[src/rtl/lcd_text_buffer_if.sv]
// Bundle of signals between lcd_text_buffer, its host and the downstream SC1602 driver.
// The master is the host/driver side; the slave is the buffer itself.
interface lcd_text_buffer_if;
  logic       wr_en;
  logic [4:0] wr_addr;
  logic [7:0] wr_data;
  logic       clr_req;
  logic       clr_busy;
  logic       shift_req;
  logic       shift_dir;
  logic       shift_busy;
  logic       drawing;
  logic       ready_o;
  logic [7:0] character;
  logic [2:0] command_in;

  modport master (
    output wr_en, wr_addr, wr_data, clr_req, shift_req, shift_dir, drawing, ready_o,
    input  clr_busy, shift_busy, character, command_in
  );

  modport slave (
    input  wr_en, wr_addr, wr_data, clr_req, shift_req, shift_dir, drawing, ready_o,
    output clr_busy, shift_busy, character, command_in
  );
endinterface

[src/rtl/lcd_text_buffer.sv]
// 32-cell character buffer feeding the SC1602 driver in refresh order, with a clear/fill
// engine and a display-shift command handshake on the driver's command_in.
module lcd_text_buffer #(
  parameter logic [7:0] FILL_CHAR   = 8'h20,
  parameter bit         RESET_CLEAR = 1'b1
) (
  input logic               clk,
  input logic               reset,
  lcd_text_buffer_if.slave  bus
);

  typedef enum logic {CIdle, CFill} clr_state_e;
  typedef enum logic [1:0] {SIdle, SIssue, SWait} shift_state_e;

  logic [7:0]   mem [32];

  clr_state_e   clr_state_q, clr_state_d;
  logic [4:0]   fill_idx_q, fill_idx_d;
  logic         clr_busy;

  shift_state_e shift_state_q, shift_state_d;
  logic         shift_dir_q, shift_dir_d;
  logic         shift_busy;
  logic [2:0]   command_in;

  logic [4:0]   rd_idx_q;
  logic         drawing_q;
  logic         ready_q;
  logic [7:0]   character_q;

  assign clr_busy = (clr_state_q == CFill);

  // Clear engine
  always_comb begin
    clr_state_d = clr_state_q;
    fill_idx_d  = fill_idx_q;
    unique case (clr_state_q)
      CIdle: begin
        if (bus.clr_req) begin
          clr_state_d = CFill;
          fill_idx_d  = 5'd0;
        end
      end
      CFill: begin
        fill_idx_d = fill_idx_q + 5'd1;
        if (fill_idx_q == 5'd31) clr_state_d = CIdle;
      end
      default: clr_state_d = CIdle;
    endcase
  end

  always_ff @(posedge clk) begin
    if (reset) begin
      clr_state_q <= RESET_CLEAR ? CFill : CIdle;
      fill_idx_q  <= 5'd0;
    end else begin
      clr_state_q <= clr_state_d;
      fill_idx_q  <= fill_idx_d;
    end
  end

  // Host writes are dropped while the fill owns the write port.
  always_ff @(posedge clk) begin
    if (clr_busy) begin
      mem[fill_idx_q] <= FILL_CHAR;
    end else if (bus.wr_en) begin
      mem[bus.wr_addr] <= bus.wr_data;
    end
  end

  // Read side: follow the driver's nibble writes; a ready rise re-aligns to frame start.
  always_ff @(posedge clk) begin
    if (reset) begin
      rd_idx_q    <= 5'd0;
      drawing_q   <= 1'b0;
      ready_q     <= 1'b0;
      character_q <= FILL_CHAR;
    end else begin
      drawing_q <= bus.drawing;
      ready_q   <= bus.ready_o;
      if (bus.ready_o && !ready_q) begin
        rd_idx_q <= 5'd0;
      end else if (drawing_q && !bus.drawing) begin
        rd_idx_q <= rd_idx_q + 5'd1;
      end
      // Hold across both nibbles so one cell never mixes two codes.
      if (!bus.drawing && !drawing_q) begin
        character_q <= mem[rd_idx_q];
      end
    end
  end

  // Shift handshake
  always_comb begin
    shift_state_d = shift_state_q;
    shift_dir_d   = shift_dir_q;
    command_in    = 3'b000;
    shift_busy    = (shift_state_q != SIdle);
    unique case (shift_state_q)
      SIdle: begin
        if (bus.shift_req && !clr_busy) begin
          shift_dir_d   = bus.shift_dir;
          shift_state_d = SIssue;
        end
      end
      SIssue: begin
        command_in = {2'b01, shift_dir_q};
        if (!bus.ready_o) shift_state_d = SWait;
      end
      SWait: begin
        if (bus.ready_o) shift_state_d = SIdle;
      end
      default: shift_state_d = SIdle;
    endcase
  end

  always_ff @(posedge clk) begin
    if (reset) begin
      shift_state_q <= SIdle;
      shift_dir_q   <= 1'b0;
    end else begin
      shift_state_q <= shift_state_d;
      shift_dir_q   <= shift_dir_d;
    end
  end

  assign bus.clr_busy   = clr_busy;
  assign bus.shift_busy = shift_busy;
  assign bus.character  = character_q;
  assign bus.command_in = command_in;

endmodule

[src/flat_wrapper.sv]
// flat-port wrapper written by rule: the top's interface ports become plain ports
module lcd_text_buffer_flat 
#(
  parameter logic [7:0] FILL_CHAR   = 8'h20,
  parameter bit         RESET_CLEAR = 1'b1
)
  (clk, reset, bus_wr_en, bus_wr_addr, bus_wr_data, bus_clr_req, bus_shift_req, bus_shift_dir, bus_drawing, bus_ready_o, bus_clr_busy, bus_shift_busy, bus_character, bus_command_in);
  lcd_text_buffer_if bus_i ();
  input logic clk;
  input logic reset;
  input wire logic [$bits(bus_i.wr_en)-1:0] bus_wr_en;
  input wire logic [$bits(bus_i.wr_addr)-1:0] bus_wr_addr;
  input wire logic [$bits(bus_i.wr_data)-1:0] bus_wr_data;
  input wire logic [$bits(bus_i.clr_req)-1:0] bus_clr_req;
  input wire logic [$bits(bus_i.shift_req)-1:0] bus_shift_req;
  input wire logic [$bits(bus_i.shift_dir)-1:0] bus_shift_dir;
  input wire logic [$bits(bus_i.drawing)-1:0] bus_drawing;
  input wire logic [$bits(bus_i.ready_o)-1:0] bus_ready_o;
  output wire logic [$bits(bus_i.clr_busy)-1:0] bus_clr_busy;
  output wire logic [$bits(bus_i.shift_busy)-1:0] bus_shift_busy;
  output wire logic [$bits(bus_i.character)-1:0] bus_character;
  output wire logic [$bits(bus_i.command_in)-1:0] bus_command_in;
  assign bus_i.wr_en = bus_wr_en;
  assign bus_i.wr_addr = bus_wr_addr;
  assign bus_i.wr_data = bus_wr_data;
  assign bus_i.clr_req = bus_clr_req;
  assign bus_i.shift_req = bus_shift_req;
  assign bus_i.shift_dir = bus_shift_dir;
  assign bus_i.drawing = bus_drawing;
  assign bus_i.ready_o = bus_ready_o;
  assign bus_clr_busy = bus_i.clr_busy;
  assign bus_shift_busy = bus_i.shift_busy;
  assign bus_character = bus_i.character;
  assign bus_command_in = bus_i.command_in;
  lcd_text_buffer #(.FILL_CHAR(FILL_CHAR), .RESET_CLEAR(RESET_CLEAR)) u_core (.clk(clk), .reset(reset), .bus(bus_i));
endmodule
[config.mk]
export PLATFORM = sky130hd
export DESIGN_NAME = lcd_text_buffer_flat
export DESIGN_NICKNAME = d
export VERILOG_FILES = /design/src/rtl/lcd_text_buffer_if.sv /design/src/rtl/lcd_text_buffer.sv /design/src/flat_wrapper.sv
export SDC_FILE = /design/constraint.sdc
export NUM_CORES = 1
export LEC_CHECK = 0
export CAP_MARGIN = 15
export CORE_UTILIZATION = 25
export CTS_BUF_LIST = sky130_fd_sc_hd__clkbuf_4 sky130_fd_sc_hd__clkbuf_8
export CTS_CLUSTER_DIAMETER = 80
export DETAILED_ROUTE_END_ITERATION = 8
export GPL_TIMING_DRIVEN = 0
export PLACE_DENSITY_LB_ADDON = 0.05
export SYNTH_ARGS = -nofsm -noshare
export SYNTH_HDL_FRONTEND = slang
export SYNTH_SLANG_ARGS = --single-unit
[constraint.sdc]
create_clock -name clk -period 4.7 [get_ports clk]
set_input_delay 0.94 -clock clk [delete_from_list [all_inputs] [get_ports clk]]
set_output_delay 0.94 -clock clk [all_outputs]
set_load 0.02 [all_outputs]
Word-level counts from Yosys, hierarchy flattened
Memories as Yosys holds them, arrays and structs flattened. A register that Yosys moved wholly into a read port is not among the register bits.
Index checks and enable logic that the tools add are counted.
{"block": "totals", "memories": 1, "wordCells": 50, "mem_bits_rw": 256, "ff_bits": 16, "out_inout_bits": 13, "in_bits": 21}
{"block": "op_classes", "add_sub_neg": 2, "muxes": 18, "n_reduce_logical": 14, "eq_ne": 7, "bitwise_logic": 1}
{"memory": "u_core.mem", "words": 32, "width": 8, "read_ports": 1, "rd_ports_with_merged_regs": 1, "wr": 1, "line": "lcd_text_buffer.sv:15", "rtl": "logic [7:0] mem [32];"}
{"operator": "$add A5 B1 Y5 const B", "n": 2}
{"operator": "$mux W5", "n": 2}
{"operator": "$pmux W5 S2", "n": 1}
{"operator": "$mux W1", "n": 8}
{"operator": "$mux W2", "n": 4}
{"operator": "$mux W8", "n": 1}
{"operator": "$reduce_or A8 Y1", "n": 1}
{"operator": "$ne A2 B2 Y1 const B", "n": 3}
{"operator": "$pmux W2 S3", "n": 1}
{"operator": "$eq A5 B5 Y1 const B", "n": 1}
{"operator": "$logic_and A1 B1 Y1", "n": 4}
{"operator": "$logic_not A1 Y1", "n": 4}
{"operator": "$reduce_and A3 Y1", "n": 1}
{"operator": "$eq A2 B1 Y1 const B", "n": 1}
{"operator": "$eq A2 B2 Y1 const B", "n": 1}
{"operator": "$logic_not A2 Y1", "n": 1}
{"operator": "$ne A2 B1 Y1 const B", "n": 1}
{"operator": "$pmux W1 S2", "n": 1}
{"operator": "$reduce_and A2 Y1", "n": 1}
{"operator": "$reduce_bool A2 Y1", "n": 1}
{"operator": "$reduce_or A2 Y1", "n": 1}
{"operator": "$not A1 Y1", "n": 1}

Longest topological paths before layout
Gate-level depths: netlist of run 1.
{"block": "logic_depth", "word_depth": 5, "depth_mapped": 7, "ltp_nobuf": 5}

Worst setup path after synthesis of run 1
OpenSTA, ideal clock, no wires.
{"block": "synth_timing", "path_type": "input-to-reg", "start": "in bus_wr_addr[2]", "end": "mem u_core.mem[18][0], enable pin", "setup_slack_ns": 2.134, "setup_ns": 0.370, "n_path_buf": 0, "arrival_ns": 2.195, "stages": 4, "required_ns": 4.330, "path_cell_list": "or4b_2 > o31ai_1 > nand2_1 > nor2_1"}
{"block": "synth_via", "elab_chain_len": 1}
{"item": "start: declaration", "line": "flat_wrapper.sv:12", "rtl": "input wire logic [$bits(bus_i.wr_addr)-1:0] bus_wr_addr;"}
{"item": "$mux W5 (no line)"}
{"item": "end: declaration", "line": "lcd_text_buffer.sv:15"}
Every way passes these cells.

Worst setup path in the final report of run 1
{"block": "layout_timing", "start": "in bus_wr_en", "end": "mem u_core.mem[14][6], enable pin"}
{"block": "layout_via", "elab_chain_len": 5, "word_cells_on_any_way": 6, "classes_between": "5 x mux; 1 x reduce/logical"}
{"item": "start: declaration", "line": "flat_wrapper.sv:11", "rtl": "input wire logic [$bits(bus_i.wr_en)-1:0] bus_wr_en;"}
{"item": "$mux W1 (*)", "line": "lcd_text_buffer.sv:66", "rtl": "end else if (bus.wr_en) begin"}
{"item": "$mux W1 (*)", "line": "lcd_text_buffer.sv:64", "rtl": "if (clr_busy) begin"}
{"item": "$mux W1 (not written as such) (*)", "line": "lcd_text_buffer.sv:67", "rtl": "mem[bus.wr_addr] <= bus.wr_data;"}
{"item": "$reduce_or A8 Y1 (no line)"}
{"item": "$mux W5 (no line) or $mux W1 (tied branches)"}
Every way passes the cells marked *; elsewhere a longest branch is shown, timed or not.

==> impl_metrics.env, run 1 <==
export IMPL_status="complete, no violations"
export IMPL_placed_cell_area_mm2=0.01246
export IMPL_arrival_ns=3.54
export IMPL_ys_ff_latch=280
export IMPL_cts_hold_buffers=0
export IMPL_clock_sinks=280
export IMPL_groute_usage_overall_pct=14.27
export IMPL_fin_ws_ns=1.397
export IMPL_synth_most_common_cell="edfxtp_1"
export IMPL_synth_xor_area_share_pct=0.4676
export IMPL_synth_edf_count=256
export IMPL_synthArstFlopShare_pct=0
export IMPL_htreeDepth=2
export IMPL_hold_path_class="flip-flop to flip-flop"
export IMPL_holdPathEnd="u_core.bus.character[2]$_SDFFE_PP0P_"
export IMPL_cp_end_kind="flip-flop"
export IMPL_tns_ns=0
export IMPL_synth_nets=649
export IMPL_cts_setup_buffers=0
export IMPL_leakagePower_uw=0.004413
export IMPL_hold_ws_ns=0.4986
export IMPL_p_int_uw=4097
export IMPL_synth_top_family_by_area="multiplexers"
export IMPL_final_util_pct=30.51
export IMPL_die_h_um=214.0
export IMPL_final_area_mm2=0.01352
export IMPL_finClkSkew_ns=0.03386
export IMPL_timing_rr_start="u_core.bus.clr_busy$_SDFF_PP1_"
export IMPL_gp_congestion=0.7998
export IMPL_crit_required_ns=4.94
export IMPL_post_route_period_util_pct=70.28
export IMPL_synth_mux_area_share_pct=13.98
export IMPL_powerDensity_mw_per_mm2=386.7
export IMPL_synthSimpleGateAreaFrac_pct=5.678
export IMPL_switchingPower_uw=1131
export IMPL_io_buffers=32
export IMPL_worst_path_buf_inv=2
export IMPL_reg2reg_to="u_core.mem[14][6]$_DFFE_PP_"
export IMPL_grt_pass1_wl_um=45730
export IMPL_cts_tree="built"
export IMPL_start_util_pct=25.36
export IMPL_vdd_ir_drop_max_mv=0.2063
export IMPL_pre_cts_ws_ns=0.7790
export IMPL_slew_violations=0
export IMPL_firstDrtPassIters=4
export IMPL_core_area_mm2=0.04432
export IMPL_fmax_mhz=302.8
export IMPL_crit_type="input pin to flip-flop"
export IMPL_path_clk_slew_ns=0.06
export IMPL_drt_vias_per_instance=4.411
export IMPL_ys_warn_count=0
export IMPL_pwr_share_clk_pct=44.7
export IMPL_drt_iter0_markers=286
export IMPL_syn_area_mm2=0.01124
export IMPL_syn_avg_cell_area_um2=17.98
export IMPL_fin_crit_ns=3.303
export IMPL_synth_flop_cell="edfxtp_1"
export IMPL_grt_antenna_before_repair=0
export IMPL_rsz0062_at_grt="false"
export IMPL_final_nets=743
export IMPL_critPathLaunchType="input pin"
export IMPL_synth_cells=625
export IMPL_synth_top_area_share_pct=68.40
export IMPL_floorplan_rows=77
export IMPL_cts_buffers=51
export IMPL_synth_top_area_cell="edfxtp_1"
export IMPL_postRouteWirelength_um=32310
export IMPL_clock_latency_ns=0.62
export IMPL_cp_top_family="simple AND/OR/NAND/NOR gates"
export IMPL_netSwitchingFraction_pct=21.63
export IMPL_cap_violations=0
export IMPL_worst_pin_slew_ns=1.189
export IMPL_combPwrFrac_pct=3.3
export IMPL_synthTopCellsByCount="edfxtp_1 (256), nor2_1 (53), mux2i_1 (43), mux4_2 (34), nand2_1 (27)"
export IMPL_grt_max_degree=33
export IMPL_post_route_drc_count=0
export IMPL_cts_resized_gates=0
export IMPL_min_path_cells=1
export IMPL_grt_pass1_vias=6440
export IMPL_hold_viol=0
export IMPL_ios=34
export IMPL_yosysSeqAreaShare_pct=72.68
export IMPL_hp_start="u_core.bus.character[2]$_SDFFE_PP0P_"
export IMPL_synthAdderAreaFrac_pct=0.3340
export IMPL_routedWlPerCell_um=23.85
export IMPL_slowest_stage="nor2_1"
export IMPL_area_delta_synth_final_pct=20.30
export IMPL_relSlewSlack_pct=20.77
export IMPL_clock_path_buffers=3
export IMPL_layout_drive_gt1_share_pct=22.63
export IMPL_dieWidth_um=214.0
export IMPL_ff2ff_path_depth=5
export IMPL_crit_path_max_incr_delay_ns=0.86
export IMPL_cp_cell_sequence="clkdlybuf4s50_1 -> nor2b_1 -> clkbuf_1 -> mux2i_1 -> nand2_1 -> nor2_1"
export IMPL_pwr_share_seq_pct=52.1
export IMPL_synth_area_leaders="edfxtp_1 (68%), mux4_2 (6.8%), dfxtp_1 (4.3%)"
export IMPL_overflow=0
export IMPL_die_area_mm2=0.04580
export IMPL_final_antenna_net_count=0
export IMPL_synth_distinct_cells=52
export IMPL_r2r_setup_slack_ns=1.98
export IMPL_dp_final_hpwl_um=22560
export IMPL_crit_fanout=8
export IMPL_vias=5977
export IMPL_root_buffer="clkbuf_8"
export IMPL_setup_viol=0
export IMPL_synth_compound_area_share_pct=4.665
-- state kept, by name (all words and copies together) (netlist names), 2 cells and up --
| signal | count |
|---|---|
| u_core.shift_state_q | 2 |
| u_core.rd_idx_q | 5 |
| u_core.fill_idx_q | 5 |
| u_core.bus.character | 8 |
| u_core.mem | 256 |
-- cell usage in the layout (no fill, tap or decap), drive strengths merged, types with 20 or more instances in the layout --
| cell | n |
|---|---|
| clkinv | 20 |
| mux4 | 41 |
| dfxtp | 24 |
| clkdlybuf4s50 | 32 |
| clkbuf | 82 |
| edfxtp | 256 |
| nand2 | 27 |
| mux2i | 43 |
| nor2 | 53 |
| buf | 33 |
-- worst max path at each step --
stage          cells after the start  slack [ns]      startpoint                           to
2_1_floorplan                      4        2.13  bus_wr_addr[2]  u_core.mem[18][0]$_DFFE_PP_
3_3_place_gp                       5        0.71       bus_wr_en  u_core.mem[21][2]$_DFFE_PP_
3_5_place_dp                       6        0.78       bus_wr_en  u_core.mem[14][3]$_DFFE_PP_
4_1_cts                            6        1.47       bus_wr_en  u_core.mem[14][6]$_DFFE_PP_
5_1_grt                            6        1.23       bus_wr_en  u_core.mem[15][3]$_DFFE_PP_
6_report                           6        1.40       bus_wr_en  u_core.mem[14][6]$_DFFE_PP_
-- power by group through the flow --
stage	clock network (µW)	registers, µW	logic, µW
after global routing	2520	2720	182
after global placement	0	2770	170
after detailed placement	0	2770	174
after floorplan	0	2770	84.0
after CTS	2420	2720	175
final	2340	2720	170
-- layout make-up --
type | count | area [µm²]
Clock buffer | 71 | 877.1
Clock inverter | 23 | 157.7
Antenna cell | 3 | 7.507
Fill cell | 4452 | 30800
Sequential cell | 280 | 8168
Multi-Input combinational cell | 306 | 2830
Tap cell | 592 | 740.7
Buffer | 35 | 227.7
Inverter | 4 | 15.01
Timing Repair Buffer | 41 | 495.5
-- per-layer routing --
layer | vias to the layer above | track usage (%) | wire length [µm]
li1 | 2708 | - | -
met3 | 48 | 3.135 | 1429
met1 | 3081 | 18.08 | 14220
met2 | 140 | 23.55 | 15740
met4 | 0 | 5.899 | 931
met5 | - | 0 | 0
-- cells by family (layout without fill, tap and decap cells) --
| logic type | count (synthesis) | after routing |
|---|---|---|
| other cells | 1 | 4 |
| xor+xnor | 6 | 6 |
| fa+ha+maj | 3 | 3 |
| compound gates | 64 | 64 |
| buf+inv | 39 | 174 |
| flops | 280 | 280 |
| mux | 101 | 101 |
| simple gates | 131 | 131 |
-- stage by stage --
stage | total power, µW | std cells
2_1_floorplan | 2859 | 625
3_3_place_gp | 2943 | 1249
3_5_place_dp | 2949 | 1257
4_1_cts | 5323 | 1351
5_1_grt | 5426 | 1352
6_report | 5228 | 1355
Note: power is estimated with default switching activity, not from simulation.
==> run 2, diff against run 1 <==
clock period = 2.66 ns   (was 4.7 ns; I/O delays follow)
==> impl_metrics.env, run 2 (synthesis gave the netlist of run 1 again) <==
export IMPL_final_nets=743
export IMPL_status="finished with violations"
export IMPL_p_int_uw=7241
export IMPL_root_buffer="clkbuf_8"
export IMPL_fin_ws_ns=-0.1446
export IMPL_pwr_share_clk_pct=44.6
export IMPL_dieWidth_um=214.0
export IMPL_tns_ns=-4.871
export IMPL_area_delta_synth_final_pct=20.85
export IMPL_finClkSkew_ns=0.03514
export IMPL_worst_pin_slew_ns=1.404
export IMPL_setup_viol=63
export IMPL_hold_path_class="flip-flop to flip-flop"
export IMPL_cts_setup_buffers=0
export IMPL_rsz0062_at_grt="true"
export IMPL_post_route_period_util_pct=105.4
export IMPL_vias=5982
export IMPL_placed_cell_area_mm2=0.01246
export IMPL_cts_resized_gates=7
export IMPL_overflow=0
export IMPL_fin_crit_ns=2.805
export IMPL_grt_antenna_before_repair=0
export IMPL_die_area_mm2=0.04580
export IMPL_start_util_pct=25.36
export IMPL_switchingPower_uw=2000
export IMPL_arrival_ns=3.01
export IMPL_clock_sinks=280
export IMPL_grt_max_degree=33
export IMPL_grt_pass1_wl_um=45710
export IMPL_powerDensity_mw_per_mm2=680.4
export IMPL_cts_buffers=51
export IMPL_crit_type="input pin to flip-flop"
export IMPL_grt_pass1_vias=6435
export IMPL_dp_final_hpwl_um=22560
export IMPL_largest_reg_flops=256
export IMPL_slew_violations=0
export IMPL_post_route_drc_count=0
export IMPL_routedWlPerCell_um=23.89
export IMPL_critPathLaunchType="input pin"
export IMPL_fmax_mhz=356.6
export IMPL_cp_end_kind="flip-flop"
export IMPL_core_area_mm2=0.04432
export IMPL_firstDrtPassIters=4
export IMPL_r2r_setup_slack_ns=-0.01
export IMPL_cap_violations=0
export IMPL_vdd_ir_drop_max_mv=0.3633
export IMPL_layout_drive_gt1_share_pct=25.39
export IMPL_final_antenna_net_count=0
export IMPL_regMostFlops="u_core.mem"
export IMPL_floorplan_rows=77
export IMPL_multi_input_area_mm2=0.002893
export IMPL_timing_rr_start="u_core.bus.clr_busy$_SDFF_PP1_"
export IMPL_register_area_mm2=0.008168
export IMPL_netSwitchingFraction_pct=21.65
export IMPL_leakagePower_uw=0.004409
export IMPL_most_common_layout_cells="edfxtp_1 (256), clkbuf_8 (55), mux2i_1 (43), mux4_2 (34)"
export IMPL_final_common_cell="edfxtp_1"
export IMPL_violations="negative setup slack"
export IMPL_clock_path_buffers=3
export IMPL_hold_viol=0
export IMPL_drt_iter0_markers=337
export IMPL_postRouteWirelength_um=32370
export IMPL_fill_cells=4448
export IMPL_reg2reg_to="u_core.mem[22][2]$_DFFE_PP_"
export IMPL_drt_vias_per_instance=4.415
export IMPL_cts_hold_buffers=0
export IMPL_path_clk_slew_ns=0.06
export IMPL_holdPathEnd="u_core.bus.character[2]$_SDFFE_PP0P_"
export IMPL_io_buffers=32
export IMPL_ff2ff_path_depth=4
export IMPL_cts_tree="built"
export IMPL_clock_latency_ns=0.62
export IMPL_relSlewSlack_pct=6.410
export IMPL_groute_usage_overall_pct=14.27
export IMPL_crit_fanout=8
export IMPL_crit_required_ns=2.86
export IMPL_gp_congestion=0.7998
export IMPL_final_area_mm2=0.01358
export IMPL_htreeDepth=2
export IMPL_combPwrFrac_pct=3.3
export IMPL_min_path_cells=1
export IMPL_pwr_share_seq_pct=52.1
export IMPL_die_h_um=214.0
export IMPL_hp_start="u_core.bus.character[2]$_SDFFE_PP0P_"
export IMPL_ios=34
run 2: cell counts in the layout (fill, tap and decap cells not counted):
Identical to the previous run, type by type.
run 2: worst max-delay path, cell delays in order:
cell,delay (ns)
clkdlybuf4s50_1,0.48
nor2b_1,0.17
clkbuf_1,0.19
a32oi_1,1.08
nor2_1,0.55
run 2: area by class of cell:
type	count	share of cell area, %
clock buffer	71	6.458
timing repair buffer	41	3.648
buffer	35	1.677
antenna	3	0.05527
sequential	280	60.14
clock inverter	23	1.161
tap	592	5.454
inverter	4	0.1105
multi-input combinational	306	21.30
run 2: worst max-delay path by stage:
stage / slack, ns / cells past startpoint / endpoint / start
2_1_floorplan: 0.50 / 4 / u_core.mem[18][0]$_DFFE_PP_ / bus_wr_addr[2]
3_3_place_gp: -0.92 / 5 / u_core.mem[17][2]$_DFFE_PP_ / bus_wr_en
3_5_place_dp: -0.85 / 6 / u_core.mem[14][3]$_DFFE_PP_ / bus_wr_en
4_1_cts: -0.07 / 5 / u_core.mem[22][2]$_DFFE_PP_ / bus_wr_en
5_1_grt: -0.23 / 6 / u_core.mem[9][6]$_DFFE_PP_ / bus_wr_en
6_report: -0.14 / 5 / u_core.mem[22][2]$_DFFE_PP_ / bus_wr_en
run 2: through the flow:
step                      worst slack (ns)  hold WS (ns)  std cells  power, µW  utilization, %
after CTS                         -0.07026        0.4996       1351       9406           30.49
after floorplan                     0.5025        0.4515        625       5051               -
final                              -0.1446        0.4937       1355       9241           30.65
after detailed placement           -0.8530        0.4832       1257       5210           28.12
after global routing               -0.2287        0.5179       1352       9596           30.63
after global placement             -0.9212        0.4790       1249       5200           27.75
run 2: routing by layer:
metal  vias up  global-route usage, %  share of wire, %
met5         -                      0                 0
met4         0                  5.899               2.8
met3        47                  3.135               5.2
met2       135                  23.57                49
met1      3088                  18.05                43
li1       2712                      -                 -
run 2: power groups by stage:
stage | clock network [µW] | registers, µW | logic [µW]
after global placement | 0 | 4900 | 301
after global routing | 4450 | 4810 | 330
after CTS | 4280 | 4810 | 311
final | 4120 | 4810 | 308
after detailed placement | 0 | 4900 | 308
after floorplan | 0 | 4900 | 148
==> run 3, diff against run 2 <==
CORE_UTILIZATION = 55   (was 25)
CTS_BUF_LIST = sky130_fd_sc_hd__clkbuf_2 sky130_fd_sc_hd__clkbuf_4 sky130_fd_sc_hd__clkbuf_8   (was sky130_fd_sc_hd__clkbuf_4 sky130_fd_sc_hd__clkbuf_8)
==> impl_metrics.env, run 3 (synthesis gave the netlist of run 1 again) <==
export IMPL_hold_path_class="flip-flop to flip-flop"
export IMPL_placed_cell_area_mm2=0.01197
export IMPL_setup_viol=127
export IMPL_worst_pin_slew_ns=1.417
export IMPL_postRouteWirelength_um=25340
export IMPL_leakagePower_uw=0.004267
export IMPL_final_util_pct=65.16
export IMPL_cap_violations=0
export IMPL_final_area_mm2=0.01285
export IMPL_final_common_cell="edfxtp_1"
export IMPL_ios=34
export IMPL_clock_path_buffers=3
export IMPL_floorplan_rows=51
export IMPL_final_nets=731
export IMPL_powerDensity_mw_per_mm2=659.0
export IMPL_grt_pass1_wl_um=37850
export IMPL_violations="negative setup slack"
export IMPL_status="finished with violations"
export IMPL_critPathLaunchType="input pin"
export IMPL_io_buffers=32
export IMPL_finClkSkew_ns=0.01676
export IMPL_dp_final_hpwl_um=16930
export IMPL_arrival_ns=3.00
export IMPL_finalPower_uw=8466
export IMPL_slew_violations=0
export IMPL_area_delta_synth_final_pct=14.32
export IMPL_dieWidth_um=144.9
export IMPL_fill_cells=1345
export IMPL_regMostFlops="u_core.mem"
export IMPL_pre_cts_ws_ns=-0.7089
export IMPL_die_area_mm2=0.02101
export IMPL_fmax_mhz=349.8
export IMPL_fin_ws_ns=-0.1987
export IMPL_overflow=0
export IMPL_cts_buffers=44
export IMPL_relSlewSlack_pct=5.512
export IMPL_htreeDepth=2
export IMPL_largest_reg_flops=256
export IMPL_grt_max_degree=33
export IMPL_die_h_um=144.9
export IMPL_grt_antenna_before_repair=0
export IMPL_clock_sinks=280
export IMPL_drt_iter0_markers=517
export IMPL_n_antenna_cell=0
export IMPL_routedWlPerCell_um=25.31
export IMPL_start_util_pct=57.00
export IMPL_cts_hold_buffers=0
export IMPL_vias=6089
export IMPL_drt_vias_per_instance=6.083
export IMPL_final_antenna_net_count=0
export IMPL_grt_pass1_vias=6246
export IMPL_crit_fanout=8
export IMPL_hold_ws_ns=0.4856
export IMPL_cts_tree="built"
export IMPL_gp_congestion=0.8549
export IMPL_layout_drive_gt1_share_pct=23.10
export IMPL_crit_type="input pin to flip-flop"
export IMPL_hold_viol=0
export IMPL_vdd_ir_drop_max_mv=0.5082
export IMPL_core_area_mm2=0.01972
export IMPL_firstDrtPassIters=5
export IMPL_clock_latency_ns=0.54
export IMPL_groute_usage_overall_pct=24.91
export IMPL_cp_end_kind="flip-flop"
export IMPL_fin_crit_ns=2.859
export IMPL_most_common_layout_cells="edfxtp_1 (256), clkbuf_8 (46), mux2i_1 (43), nor2_1 (40), mux4_2 (34)"
export IMPL_rsz0062_at_grt="true"
export IMPL_root_buffer="clkbuf_8"
export IMPL_path_clk_slew_ns=0.06
export IMPL_crit_required_ns=2.80
export IMPL_post_route_period_util_pct=107.5
export IMPL_post_route_drc_count=0
==> run 3: final cells by class <==
type,instances,area (µm²),area share [%]
Tap cell,265,331.6,2.581
Multi-Input combinational cell,306,2878,22.40
Timing Repair Buffer,36,417.9,3.253
Buffer,35,227.7,1.772
Sequential cell,280,8168,63.58
Inverter,4,15.01,0.1169
Clock inverter,12,48.80,0.3798
Clock buffer,63,760.7,5.921
==> run 3: critical path, stage by stage <==
cell	delay (ns)
clkdlybuf4s50_1	0.48
nor2b_1	0.17
clkbuf_1	0.19
a32oi_1	1.09
nor2_1	0.53
==> run 3: where the power goes <==
group | internal, µW | switching (µW)
Clock | 1820 | 1540
Sequential | 4790 | 21.4
Combinational | 122 | 167
Total | 6740 | 1730
==> run 3: worst paths after layout <==
kind	start	endpoint	slack, ns	cells past startpoint
setup / recovery	bus_wr_en	u_core.mem[18][1]$_DFFE_PP_	-0.20	5
hold reg to reg	u_core.bus.character[3]$_SDFFE_PP0P_	u_core.bus.character[3]$_SDFFE_PP0P_	0.49	1
hold / removal	u_core.bus.character[3]$_SDFFE_PP0P_	u_core.bus.character[3]$_SDFFE_PP0P_	0.49	1
setup reg to reg	u_core.bus.clr_busy$_SDFF_PP1_	u_core.mem[19][4]$_DFFE_PP_	-0.02	4
==> run 3: per-stage QoR <==
step	TNS [ns]	cells
finish	-12.74	1001
global route	-29.42	1001
CTS	0	1000
detailed placement	-227.82	925
global placement	-243.31	922
floorplan	0	625
==> run 3: layer usage <==
metal / vias to the layer above / track usage [%] / routed length (µm)
met5: - / 0 / 0
met4: 0 / 11.97 / 1030
met3: 69 / 5.252 / 1748
met2: 251 / 38.13 / 11890
met1: 3096 / 34.35 / 10660
li1: 2673 / - / -
==> run 3: repair_timing <==
action | CTS | global route
resized for setup | 6 | 13
endpoints found under the setup margin | 138 | 238
buffers inserted | 0 | 0
